===== src/rtl/chip8_pkg.sv =====
// rtl/chip8_pkg.sv - shared Chip-8 memory constants and ROM loader state type
package chip8_pkg;

   localparam int                MEM_AW    = 12;
   localparam logic [MEM_AW-1:0] PROG_BASE = 12'h200;
   localparam int                MEM_SIZE  = 4096;

   typedef enum logic [2:0] {
      IDLE,
      LOAD,
      VERIFY,
      DONE,
      ERROR
   } loader_state_e;

endpackage


===== src/rtl/chip8_rom_loader.sv =====
// rtl/chip8_rom_loader.sv - streams a Chip-8 image into memory port A, then reads it back and checks the sum
module chip8_rom_loader
   import chip8_pkg::*;
#(
   parameter logic [MEM_AW-1:0] BASE_ADDR = PROG_BASE,
   parameter int                MAX_LEN   = MEM_SIZE - int'(BASE_ADDR)
) (
   input  logic              clk,
   input  logic              reset_n,
   input  logic              start,
   input  logic              in_valid,
   output logic              in_ready,
   input  logic [7:0]        in_data,
   input  logic              in_last,
   output logic              mem_en,
   output logic              mem_write,
   output logic [MEM_AW-1:0] mem_addr,
   output logic [7:0]        mem_wdata,
   input  logic [7:0]        mem_rdata,
   output logic              cpu_hold,
   output logic              busy,
   output logic              done,
   output logic              error,
   output logic [MEM_AW-1:0] length,
   output logic [7:0]        checksum
);

   localparam logic [MEM_AW-1:0] MAX_LEN_W = MEM_AW'(MAX_LEN);

   loader_state_e     state_q;
   logic [MEM_AW-1:0] length_q, rd_cnt_q, mem_addr_q;
   logic [7:0]        checksum_q, rd_sum_q, mem_wdata_q;
   logic              rd_s1_q;
   logic              mem_en_q, mem_write_q;
   logic              cpu_hold_q, busy_q, done_q, error_q;
   logic              full, accept;

   assign full     = (length_q == MAX_LEN_W);
   assign in_ready = (state_q == LOAD) && !full;
   assign accept   = in_valid && in_ready;

   always_ff @(posedge clk) begin
      if (!reset_n) begin
         state_q     <= IDLE;
         length_q    <= '0;
         rd_cnt_q    <= '0;
         checksum_q  <= '0;
         rd_sum_q    <= '0;
         rd_s1_q     <= 1'b0;
         mem_en_q    <= 1'b0;
         mem_write_q <= 1'b0;
         mem_addr_q  <= '0;
         mem_wdata_q <= '0;
         cpu_hold_q  <= 1'b0;
         busy_q      <= 1'b0;
         done_q      <= 1'b0;
         error_q     <= 1'b0;
      end else begin
         mem_en_q    <= 1'b0;
         mem_write_q <= 1'b0;
         mem_addr_q  <= '0;
         mem_wdata_q <= '0;
         // Stage 1 marks a read the memory samples this edge; its data is summed on the next edge.
         rd_s1_q     <= mem_en_q && !mem_write_q;
         if (rd_s1_q) begin
            rd_sum_q <= rd_sum_q + mem_rdata;
         end
         case (state_q)
            IDLE, DONE, ERROR: begin
               if (start) begin
                  state_q    <= LOAD;
                  length_q   <= '0;
                  rd_cnt_q   <= '0;
                  checksum_q <= '0;
                  rd_sum_q   <= '0;
                  done_q     <= 1'b0;
                  error_q    <= 1'b0;
                  cpu_hold_q <= 1'b1;
                  busy_q     <= 1'b1;
               end
            end
            LOAD: begin
               if (accept) begin
                  mem_en_q    <= 1'b1;
                  mem_write_q <= 1'b1;
                  mem_addr_q  <= BASE_ADDR + length_q;
                  mem_wdata_q <= in_data;
                  length_q    <= length_q + 1'b1;
                  checksum_q  <= checksum_q + in_data;
                  if (in_last) begin
                     state_q <= VERIFY;
                  end
               end else if (in_valid && full) begin
                  state_q    <= ERROR;
                  error_q    <= 1'b1;
                  cpu_hold_q <= 1'b0;
                  busy_q     <= 1'b0;
               end
            end
            VERIFY: begin
               if (rd_cnt_q != length_q) begin
                  mem_en_q   <= 1'b1;
                  mem_addr_q <= BASE_ADDR + rd_cnt_q;
                  rd_cnt_q   <= rd_cnt_q + 1'b1;
               end else if (!mem_en_q && !rd_s1_q) begin
                  // Pipeline drained: the last read-back byte was summed on the previous edge.
                  if (rd_sum_q == checksum_q) begin
                     state_q <= DONE;
                     done_q  <= 1'b1;
                  end else begin
                     state_q <= ERROR;
                     error_q <= 1'b1;
                  end
                  cpu_hold_q <= 1'b0;
                  busy_q     <= 1'b0;
               end
            end
            default: state_q <= IDLE;
         endcase
      end
   end

   assign mem_en    = mem_en_q;
   assign mem_write = mem_write_q;
   assign mem_addr  = mem_addr_q;
   assign mem_wdata = mem_wdata_q;
   assign cpu_hold  = cpu_hold_q;
   assign busy      = busy_q;
   assign done      = done_q;
   assign error     = error_q;
   assign length    = length_q;
   assign checksum  = checksum_q;

endmodule


===== config.mk =====
export PLATFORM = sky130hd
export DESIGN_NAME = chip8_rom_loader
export DESIGN_NICKNAME = d
export VERILOG_FILES = /design/src/rtl/chip8_pkg.sv /design/src/rtl/chip8_rom_loader.sv
export SDC_FILE = /design/constraint.sdc
export NUM_CORES = 1
export LEC_CHECK = 0
export BUFFER_PORTS_ARGS = -buffer_cell sky130_fd_sc_hd__buf_2
export CORE_ASPECT_RATIO = 1.4
export CORE_MARGIN = 2
export CORE_UTILIZATION = 61
export DETAILED_ROUTE_END_ITERATION = 8
export PLACE_DENSITY = 0.86
export SLEW_MARGIN = 20
export SYNTH_ARGS = -nofsm -noshare
export SYNTH_HDL_FRONTEND = slang
export SYNTH_SLANG_ARGS = --single-unit

===== constraint.sdc =====
create_clock -name clk -period 3.45 [get_ports clk]
set_input_delay 0.69 -clock clk [delete_from_list [all_inputs] [get_ports clk]]
set_output_delay 0.69 -clock clk [all_outputs]
set_load 0.02 [all_outputs]

# [Yosys cells after proc, flatten, opt, wreduce, memory -nomap -nowiden]
# Index checks and enable logic that the tools add are counted.
[classes] n_addsub=6 reduce_logical=22 n_eq_ne=18 n_mux=42
[ops] cell="$pmux W12 S2" count=3
[ops] cell="$mux W12" count=5
[ops] cell="$mux W8" count=5
[ops] cell="$add A10 B12 Y12 const A" count=2
[ops] cell="$add A12 B1 Y12 const B" count=2
[ops] cell="$mux W3" count=7
[ops] cell="$add A8 B8 Y8" count=2
[ops] cell="$mux W1" count=16
[ops] cell="$ne A2 B2 Y1 const B" count=8
[ops] cell="$pmux W8 S2" count=1
[ops] cell="$eq A12 B12 Y1 const B" count=1
[ops] cell="$ne A12 B12 Y1" count=1
[ops] cell="$reduce_and A5 Y1" count=2
[ops] cell="$pmux W3 S3" count=1
[ops] cell="$reduce_and A3 Y1" count=3
[ops] cell="$eq A8 B8 Y1" count=1
[ops] cell="$reduce_and A7 Y1" count=1
[ops] cell="$eq A3 B2 Y1 const B" count=2
[ops] cell="$pmux W1 S3" count=2
[ops] cell="$reduce_and A6 Y1" count=1
[ops] cell="$logic_and A1 B1 Y1" count=5
[ops] cell="$logic_not A1 Y1" count=4
[ops] cell="$pmux W1 S2" count=2
[ops] cell="$reduce_bool A2 Y1" count=2
[ops] cell="other kinds (9)" count=9
[word_totals] elab_cells=101 output_inout_bits=47 ff_bits=69 input_bits=21

# [Logic depth before layout (Yosys ltp)]
# Gate-level depths: netlist of the first run.
[logic_depth] ltp_word=6 depth_mapped=9 mapped_depth_nobuf=7

# [Worst setup path after synthesis of the first run]
# Ideal clock, no wire load.
[synth_path] kind="register -> register" from="register length_q[0] (netlist: length[0])" to="register length_q[5] (netlist: length[5])" path_buffers=0 stages_incl_launch_ff=8 setup_slack_ps=1289 required_ps=3379 synth_period_minus_slack_ps=2161 arrival_time_ps=2090 setup_ps=71 path_cell_list="dfxtp_1 -> inv_1 -> ha_1 -> nand4bb_4 -> o31ai_4 -> a21o_4 -> or4_2 -> a21oi_1"
[synth_via] elab_chain_len=6 word_cells_on_any_way=9 cone_classes="add/sub: 1; eq/ne: 2; mux: 2; reduce/logical: 4"
[synth_lines] item="start: declaration" line="chip8_rom_loader.sv:31" text="logic [MEM_AW-1:0] length_q, rd_cnt_q, mem_addr_q;"
[synth_lines] item="start signal: assignment" line="chip8_rom_loader.sv:88" text="length_q <= length_q + 1'b1;"
[synth_lines] item="branches (longest 6 deep; another with $add A12 B1 Y12)"
# Parallel ways; which one is timed is not known. The select of a mux whose other input is x is not followed.
# A chain may end at the register's enable or synchronous reset.

# [Worst setup path in the final report of the first run]
[layout_path] from="register length_q[2] (netlist: length[2])" to="output port in_ready"
[layout_via] elab_chain_len=3
[layout_lines] item="$eq A12 B12 Y1" line="chip8_rom_loader.sv:38" text="assign full = (length_q == MAX_LEN_W);"
[layout_lines] item="$logic_not A1 Y1" line="chip8_rom_loader.sv:39" text="assign in_ready = (state_q == LOAD) && !full;"
[layout_lines] item="$logic_and A1 B1 Y1" line="chip8_rom_loader.sv:39"
[layout_lines] item="end: declaration" line="chip8_rom_loader.sv:12" text="output logic in_ready,"
# No other way between the ends.

==> results of run 1 <==
## power groups by stage
stage	Combinational (mW)	Clock, mW	Sequential, mW
final	0.311	0.672	0.838
after global routing	0.339	0.713	0.841
after CTS	0.307	0.677	0.837
after detailed placement	0.306	0	0.856
after global placement	0.299	0	0.855
after floorplan	0.221	0	0.872
## kinds of logic (layout without fill, tap and decap cells)
logic type,Yosys count,count (layout),share of synthesized area (%)
and+or+nand+nor,155,155,22.0
AOI/OAI and AO/OA,103,103,19.2
DFF,69,69,35.7
buffers and inverters,34,102,5.04
xor gates and xnor gates,30,30,6.79
adders and majority gates,21,21,7.18
muxes,16,16,4.14
## final timing paths
kind,depth (start not counted),to,slack (ns)
max,4,in_ready,0.76
min,1,rd_s1_q,0.43
max reg2reg,5,length[4],1.15
min reg2reg,1,rd_s1_q,0.43
## final cells by class
class	count	area, um^2
fillers	499	1780
multi-input cells	325	2290
repair buffers	72	373
inverters	14	52.6
clock inverters	6	62.6
clock buffers	10	138
well taps	72	90.1
flip-flops and latches	69	1380
## synth_stat cells, types with 2 or more instances
cell type,n
buf_6,2
dfxtp_1,69
nor4_1,3
o21a_1,3
a2111oi_0,3
buf_12,2
nor3_1,7
nand2b_1,2
nand4_1,6
o2111ai_1,5
o211ai_1,6
ha_1,19
and3_1,13
or4_1,2
o21ai_0,13
inv_1,14
a21oi_1,20
clkbuf_1,11
xor2_1,14
a22oi_1,19
nand3b_1,3
or3_1,9
nand2_1,32
or4_2,5
a21o_1,4
nor2_1,37
o31ai_1,5
mux2i_1,16
a211oi_1,2
buf_4,2
xnor2_1,16
a31o_2,2
fa_1,2
and2b_2,2
and4_1,6
o21bai_1,4
nand3_1,14
a31oi_1,2
## state kept, by name, summed over array words and instances (netlist names), 3 cells and up
register,cells
mem_addr,12
checksum,8
rd_sum_q,8
rd_cnt_q,12
length,12
state_q,3
mem_wdata,8
## metal layers
layer  track usage (%)  vias to the layer above  part of all wire, %
li1                  -                     1695                    -
met1              34.2                     1711                   40
met2              51.1                      124                   52
met3              5.06                       31                  4.7
met4              12.8                        0                  3.4
met5                 0                        -                    0
==> impl_metrics.ini, run 1 <==
[critical_path]
cp_top_family = simple AND/OR/NAND/NOR gates
arrival_ns = 2.00
cp-startpoint = length[2]
cp_slowest_stage_delay_ns = 0.60
endpoint_kind = output port
reg2reg_from = state_q[2]
cp-start-kind = flip-flop
crit_buf_inv = 1
cp_slowest_cell = or4_4
cp_cell_sequence = or4_4 > nor3_1 > nor2_1 > buf_2
crit_required_ns = 2.76
crit_fanout = 11
critPathKind = reg2out

[cts]
cts_buffers = 9
cts_root_buf = clkbuf_8
post-cts-setup-buffer-count = 0
cts.htree.levels = 3
clock_latency_ns = 0.35
cts-resized-gates = 0
clock_sinks = 69
cts_tree = built
cts_buffer_depth = 2
path_clk_slew_ns = 0.08
postCtsHoldBufs = 0

[synth]
ys_seq_elements = 69
synth.avg_cell_area_um2 = 9.04
postSynth.asyncResetShare_pct = 0
synth.distinct_cells = 70
synth-warning-count = 0
ys_seq_area_share_pct = 35.7
synth_ff_type = dfxtp_1
synth_edf_count = 0
syn_area_um2 = 3870
synth_area_leader_cell = dfxtp_1
synth_area_leaders = dfxtp_1 (36%), ha_1 (6.1%), mux2i_1 (4.1%), a22oi_1 (3.7%), xnor2_1 (3.6%)
syn-instance-count = 428
yosysTopAreaCellShare_pct = 35.7
syn_nets = 470

[global_route]
antenna_found_initial = 0
grt_pass1_vias = 3308
grt_max_degree = 27
grt_pass1_wl_mm = 16.2
grt_overflow = 0
grt_use_total_pct = 29.2

[sta]
fin_crit_ns = 2.69
fin_skew_ns = 0.0140
finalMaxSlewViolations = 0
rsz0062_at_grt = false
fmax_mhz = 372
final-setup-viol-count = 0
finalSetupTns_ns = 0
relSlewSlack_pct = 44.5
whs_ns = 0.427
tightestPinTransition_ns = 0.825
hold_viol = 0
setup_ws_ns = 0.763
fin_crit_sh_pct = 77.9

[floorplanning]
core_um2 = 6170
num_rows = 34
dieArea_um2 = 7010
start_util_pct = 62.7
die_h_um = 98.2
ios = 68
die_w_um = 71.3

[placed_design]
place_ws_ns = 1.08
dp_hpwl_mm = 7.20
place_inst = 552
placedInstanceArea_um2 = 4190
port-buffer-count = 67
gp_congestion = 0.915

[drt]
drtIter0Drc = 312
drtPass1Iterations = 4
routed_wl_mm = 9.81
wl_per_cell_um = 17.3
vias = 3561
drcViolationCount = 0
post_drt_via_cell_ratio = 6.27
drtAntennaViolNets = 0

[min_path]
min_path_type = reg2reg
hp-start = mem_write

[finish]
final_util_pct = 71.2
final_area_um2 = 4390
nNetsFinal = 533
drive_gt1_share_pct = 22.4
area_growth_pct = 13.4
final_cell_mix = dfxtp_1 (69), buf_2 (67), nor2_1 (37)
final_common_cell = dfxtp_1
n_antenna_cell = 0
final_cells = 568

[power_and_ir_drop]
p_leak_nw = 1.90
comb_power_share_pct = 17.1
p_switching_mw = 0.544
p_int_mw = 1.28
finalPower_mw = 1.82
swShare_pct = 29.8
irDropWorstVdd_v = 0.000263
powerDensity_nw_per_um2 = 415
p_clk_share_pct = 36.9
seq_power_share_pct = 46.0

[status]
outcome = completed

[flow_run]
max-cap-violations = 0
(Power assumes the default switching activity.)
==> inputs of run 2 (changes only) <==
CORE_UTILIZATION = 56   (was 61)
PLACE_DENSITY = 0.8   (was 0.86)
clock period = 2.8 ns   (was 3.45 ns; I/O delays follow)
==> run 2 against run 1 <==
Compared with the run above: utilization is 4.0 points lower; final cell count is 4.8% higher; routed wire length is 0.96% lower; register-to-register slack worse by 0.59 ns; power is 25% higher; via count is 0.87% lower; largest power group unchanged; worst setup slack worse by 0.48 ns; clock-buffer cell count is 1 higher.
==> impl_metrics.ini, run 2 (same netlist as run 1, synthesis figures left out) <==
[status]
outcome = completed

[sta]
tightestPinTransition_ns = 0.724
rsz0062_at_grt = false
fin_skew_ns = 0.0113
setup_ws_ns = 0.281
fmax_mhz = 397
hold_viol = 0
whs_ns = 0.436
relSlewSlack_pct = 51.7
final-setup-viol-count = 0
fin_crit_ns = 2.52
finalSetupTns_ns = 0
fin_crit_sh_pct = 90.0
finalMaxSlewViolations = 0

[cts]
cts.htree.levels = 3
clock_sinks = 69
cts-resized-gates = 0
cts_root_buf = clkbuf_8
post-cts-setup-buffer-count = 0
clock_latency_ns = 0.36
cts_buffers = 9
cts_tree = built
postCtsHoldBufs = 0
cts_buffer_depth = 2
path_clk_slew_ns = 0.07

[critical_path]
endpoint_kind = output port
critPathKind = reg2out
crit_required_ns = 2.24
cp_cell_sequence = or4_4 > nor3_1 > nor2_1 > buf_2
arrival_ns = 1.96
cp.depth = 4
cp_top_family = simple AND/OR/NAND/NOR gates
cp_slowest_cell = or4_4
crit_buf_inv = 1
reg2regPathDepth = 7
reg2reg_from = length[1]
cp-start-kind = flip-flop
crit_fanout = 11
r2r_end = length[9]
cp_slowest_stage_delay_ns = 0.60
r2r_slack_ns = 0.56

[min_path]
worstHoldEndpoint = rd_s1_q
hp-start = mem_write
min_path_type = reg2reg
holdPathStages = 1

[power_and_ir_drop]
p_switching_mw = 0.641
finalPower_mw = 2.28
p_leak_nw = 1.95
p_int_mw = 1.64
powerDensity_nw_per_um2 = 510
p_clk_share_pct = 38.0
seq_power_share_pct = 45.2
irDropWorstVdd_v = 0.000327
swShare_pct = 28.1
comb_power_share_pct = 16.7

[finish]
final_cell_mix = dfxtp_1 (69), buf_2 (67), nor2_1 (37)
final_common_cell = dfxtp_1
area_growth_pct = 15.6
nNetsFinal = 540
drive_gt1_share_pct = 23.1
final_cells = 595
n_antenna_cell = 0
final_util_pct = 67.2
final_area_um2 = 4470

[placed_design]
placedInstanceArea_um2 = 4270
place_inst = 579
place_ws_ns = 0.506
gp_congestion = 0.973
dp_hpwl_mm = 7.14
port-buffer-count = 67

[drt]
dr_wl_met3_um = 600
routed-wl-met2_mm = 4.85
vias = 3530
post_drt_via_cell_ratio = 5.93
drtIter0Drc = 413
drtAntennaViolNets = 0
routed_wl_mm = 9.71
met1_length_mm = 3.78
drtPass1Iterations = 5
maxUsedRoutingLayer = met4
drcViolationCount = 0
wl_per_cell_um = 16.3

[global_route]
grt_pass1_vias = 3362
grt_max_degree = 27
grt_pass1_wl_mm = 15.9
antenna_found_initial = 0
grt_use_total_pct = 27.5
grt_overflow = 0

[floorplanning]
num_rows = 35
start_util_pct = 58.1
core_um2 = 6660
dieArea_um2 = 7600
die_w_um = 74.3
ios = 68
die_h_um = 102

[flow_run]
max-cap-violations = 0
## run 2: layer usage
layer  vias to the layer above  track usage [%]
li1                       1712                -
met1                      1617             31.2
met2                       163             46.6
met3                        38             5.92
met4                         0             16.9
met5                         -                0
## run 2: worst register-to-register path, cell delays in order (launching register included)
cell and delay [ns]:
dfxtp_1 0.48, inv_1 0.08, ha_1 0.22, nand4bb_4 0.12
o31ai_4 0.11, a21o_4 0.33, or4_2 0.67, a21oi_1 0.16
## run 2: cell type report
type / count / area, um^2
flip-flops and latches: 69 / 1380
clock buffers: 11 / 131
clock inverters: 5 / 75.1
fillers: 581 / 2180
repair buffers: 79 / 425
inverters: 14 / 52.6
well taps: 92 / 115
multi-input cells: 325 / 2290
## run 2: worst max-delay path by stage
stage | start | end | slack [ns]
2_1_floorplan | length[0] | length[5] | 0.64
3_3_place_gp | in_data[0] | checksum[6] | 0.59
3_5_place_dp | in_data[1] | checksum[7] | 0.51
4_1_cts | length[2] | in_ready | 0.29
5_1_grt | length[2] | in_ready | 0.14
6_report | length[2] | in_ready | 0.28
## run 2: power groups by stage
stage	registers (mW)	logic, mW	clock network [mW]
after CTS	1.03	0.377	0.877
after global routing	1.04	0.417	0.927
after detailed placement	1.05	0.374	0
final	1.03	0.382	0.869
after floorplan	1.07	0.272	0
after global placement	1.05	0.369	0
==> inputs of run 3 (changes only) <==
CTS_BUF_LIST = sky130_fd_sc_hd__clkbuf_4 sky130_fd_sc_hd__clkbuf_8 sky130_fd_sc_hd__clkbuf_16   (was default)
==> run 3 against run 2 <==
Compared with the run above: clock-buffer cell count stayed put; worst hold slack improved by 0.00078 ns; flip-flop and latch count is the same; critical path depth stayed put; via count shrank 0.45%; first-iteration DRC count is 12% lower; largest cell class unchanged.
==> impl_metrics.ini, run 3 (same netlist as run 1, synthesis figures left out) <==
[cts]
post-cts-setup-buffer-count = 0
cts.htree.levels = 3
cts_tree = built
clock_latency_ns = 0.36
cts-resized-gates = 0
cts_buffer_depth = 2
postCtsHoldBufs = 0
clock_sinks = 69
path_clk_slew_ns = 0.08
cts_root_buf = clkbuf_8
cts_buffers = 9

[critical_path]
reg2regPathDepth = 7
cp_slowest_stage_delay_ns = 0.60
cp_slowest_cell = or4_4
cp-start-kind = flip-flop
arrival_ns = 1.96
cp_cell_sequence = or4_4 > nor3_1 > nor2_1 > buf_2
cp.depth = 4
endpoint_kind = output port
crit_required_ns = 2.24
cp_top_family = simple AND/OR/NAND/NOR gates
crit_fanout = 11
critPathKind = reg2out
crit_buf_inv = 1

[finish]
n_antenna_cell = 0
final_common_cell = dfxtp_1
area_growth_pct = 15.8
multiInputGateArea_um2 = 2290
register_area_um2 = 1380
drive_gt1_share_pct = 23.5
fillerInstances = 582
nNetsFinal = 540
final_cell_mix = dfxtp_1 (69), buf_2 (67), nor2_1 (37)

[global_route]
grt_overflow = 0
grt_max_degree = 27
antenna_found_initial = 0
grt_pass1_wl_mm = 15.9
grt_pass1_vias = 3368
grt_use_total_pct = 27.5

[drt]
vias = 3514
drtIter0Drc = 363
drtAntennaViolNets = 0
drtPass1Iterations = 5
drcViolationCount = 0
routed_wl_mm = 9.64
wl_per_cell_um = 16.2
post_drt_via_cell_ratio = 5.91

[floorplanning]
core_um2 = 6660
num_rows = 35
ios = 68
die_h_um = 102
die_w_um = 74.3
dieArea_um2 = 7600
start_util_pct = 58.1

[placed_design]
port-buffer-count = 67
gp_congestion = 0.973
dp_hpwl_mm = 7.14

[flow_run]
max-cap-violations = 0

[power_and_ir_drop]
powerDensity_nw_per_um2 = 514
finalPower_mw = 2.30
p_leak_nw = 1.95
irDropWorstVdd_v = 0.000326

[status]
outcome = completed

[sta]
fmax_mhz = 397
hold_viol = 0
relSlewSlack_pct = 50.9
tightestPinTransition_ns = 0.729
fin_crit_ns = 2.52
rsz0062_at_grt = false
finalMaxSlewViolations = 0
fin_crit_sh_pct = 90.0
final-setup-viol-count = 0
finalSetupTns_ns = 0
fin_skew_ns = 0.0129

[min_path]
min_path_type = reg2reg
holdPathStages = 1
==> run 3: cell types whose count changed in the layout (fill, tap and decap cells not counted) <==
cell      delta
clkbuf_4     +2
clkbuf_1     -2
==> run 3: cell type report <==
class / count / area share, %
clock inverter: 5 / 1.68
sequential: 69 / 30.8
tap: 92 / 2.57
inverter: 14 / 1.17
multi-input combinational: 325 / 51.2
clock buffer: 11 / 3.10
timing repair buffer: 79 / 9.49
==> run 3: power by group <==
part           total [mW]  internal, mW  switching (mW)  leakage (nW)
Clock               0.890         0.517           0.374         0.114
Combinational       0.380         0.138           0.242          1.28
Sequential           1.03          1.01          0.0256         0.557
Total                2.30          1.66           0.641          1.95
==> run 3: through the flow <==
step / std cells / instance area, um^2 / worst slack, ns / hold slack [ns] / utilization (%)
after global routing: 595 / 4480 / 0.145 / 0.445 / 67.3
after global placement: 579 / 4270 / 0.590 / 0.414 / 64.1
after detailed placement: 579 / 4270 / 0.506 / 0.417 / 64.1
after CTS: 595 / 4480 / 0.286 / 0.429 / 67.3
final: 595 / 4480 / 0.279 / 0.436 / 67.3
after floorplan: 428 / 3870 / 0.639 / 0.460 / -
==> run 3: final timing paths <==
check                  from         to  slack, ns
setup / recovery  length[2]   in_ready       0.28
hold / removal    mem_write    rd_s1_q       0.44
hold reg to reg   mem_write    rd_s1_q       0.44
setup reg to reg  length[1]  length[9]       0.57
==> run 3: layer usage <==
layer | share of wire [%] | vias to the layer above | GRT usage, %
met5 | 0 | - | 0
li1 | - | 1713 | -
met2 | 50 | 144 | 46.6
met3 | 6.3 | 36 | 5.92
met1 | 39 | 1621 | 31.1
met4 | 4.7 | 0 | 16.9
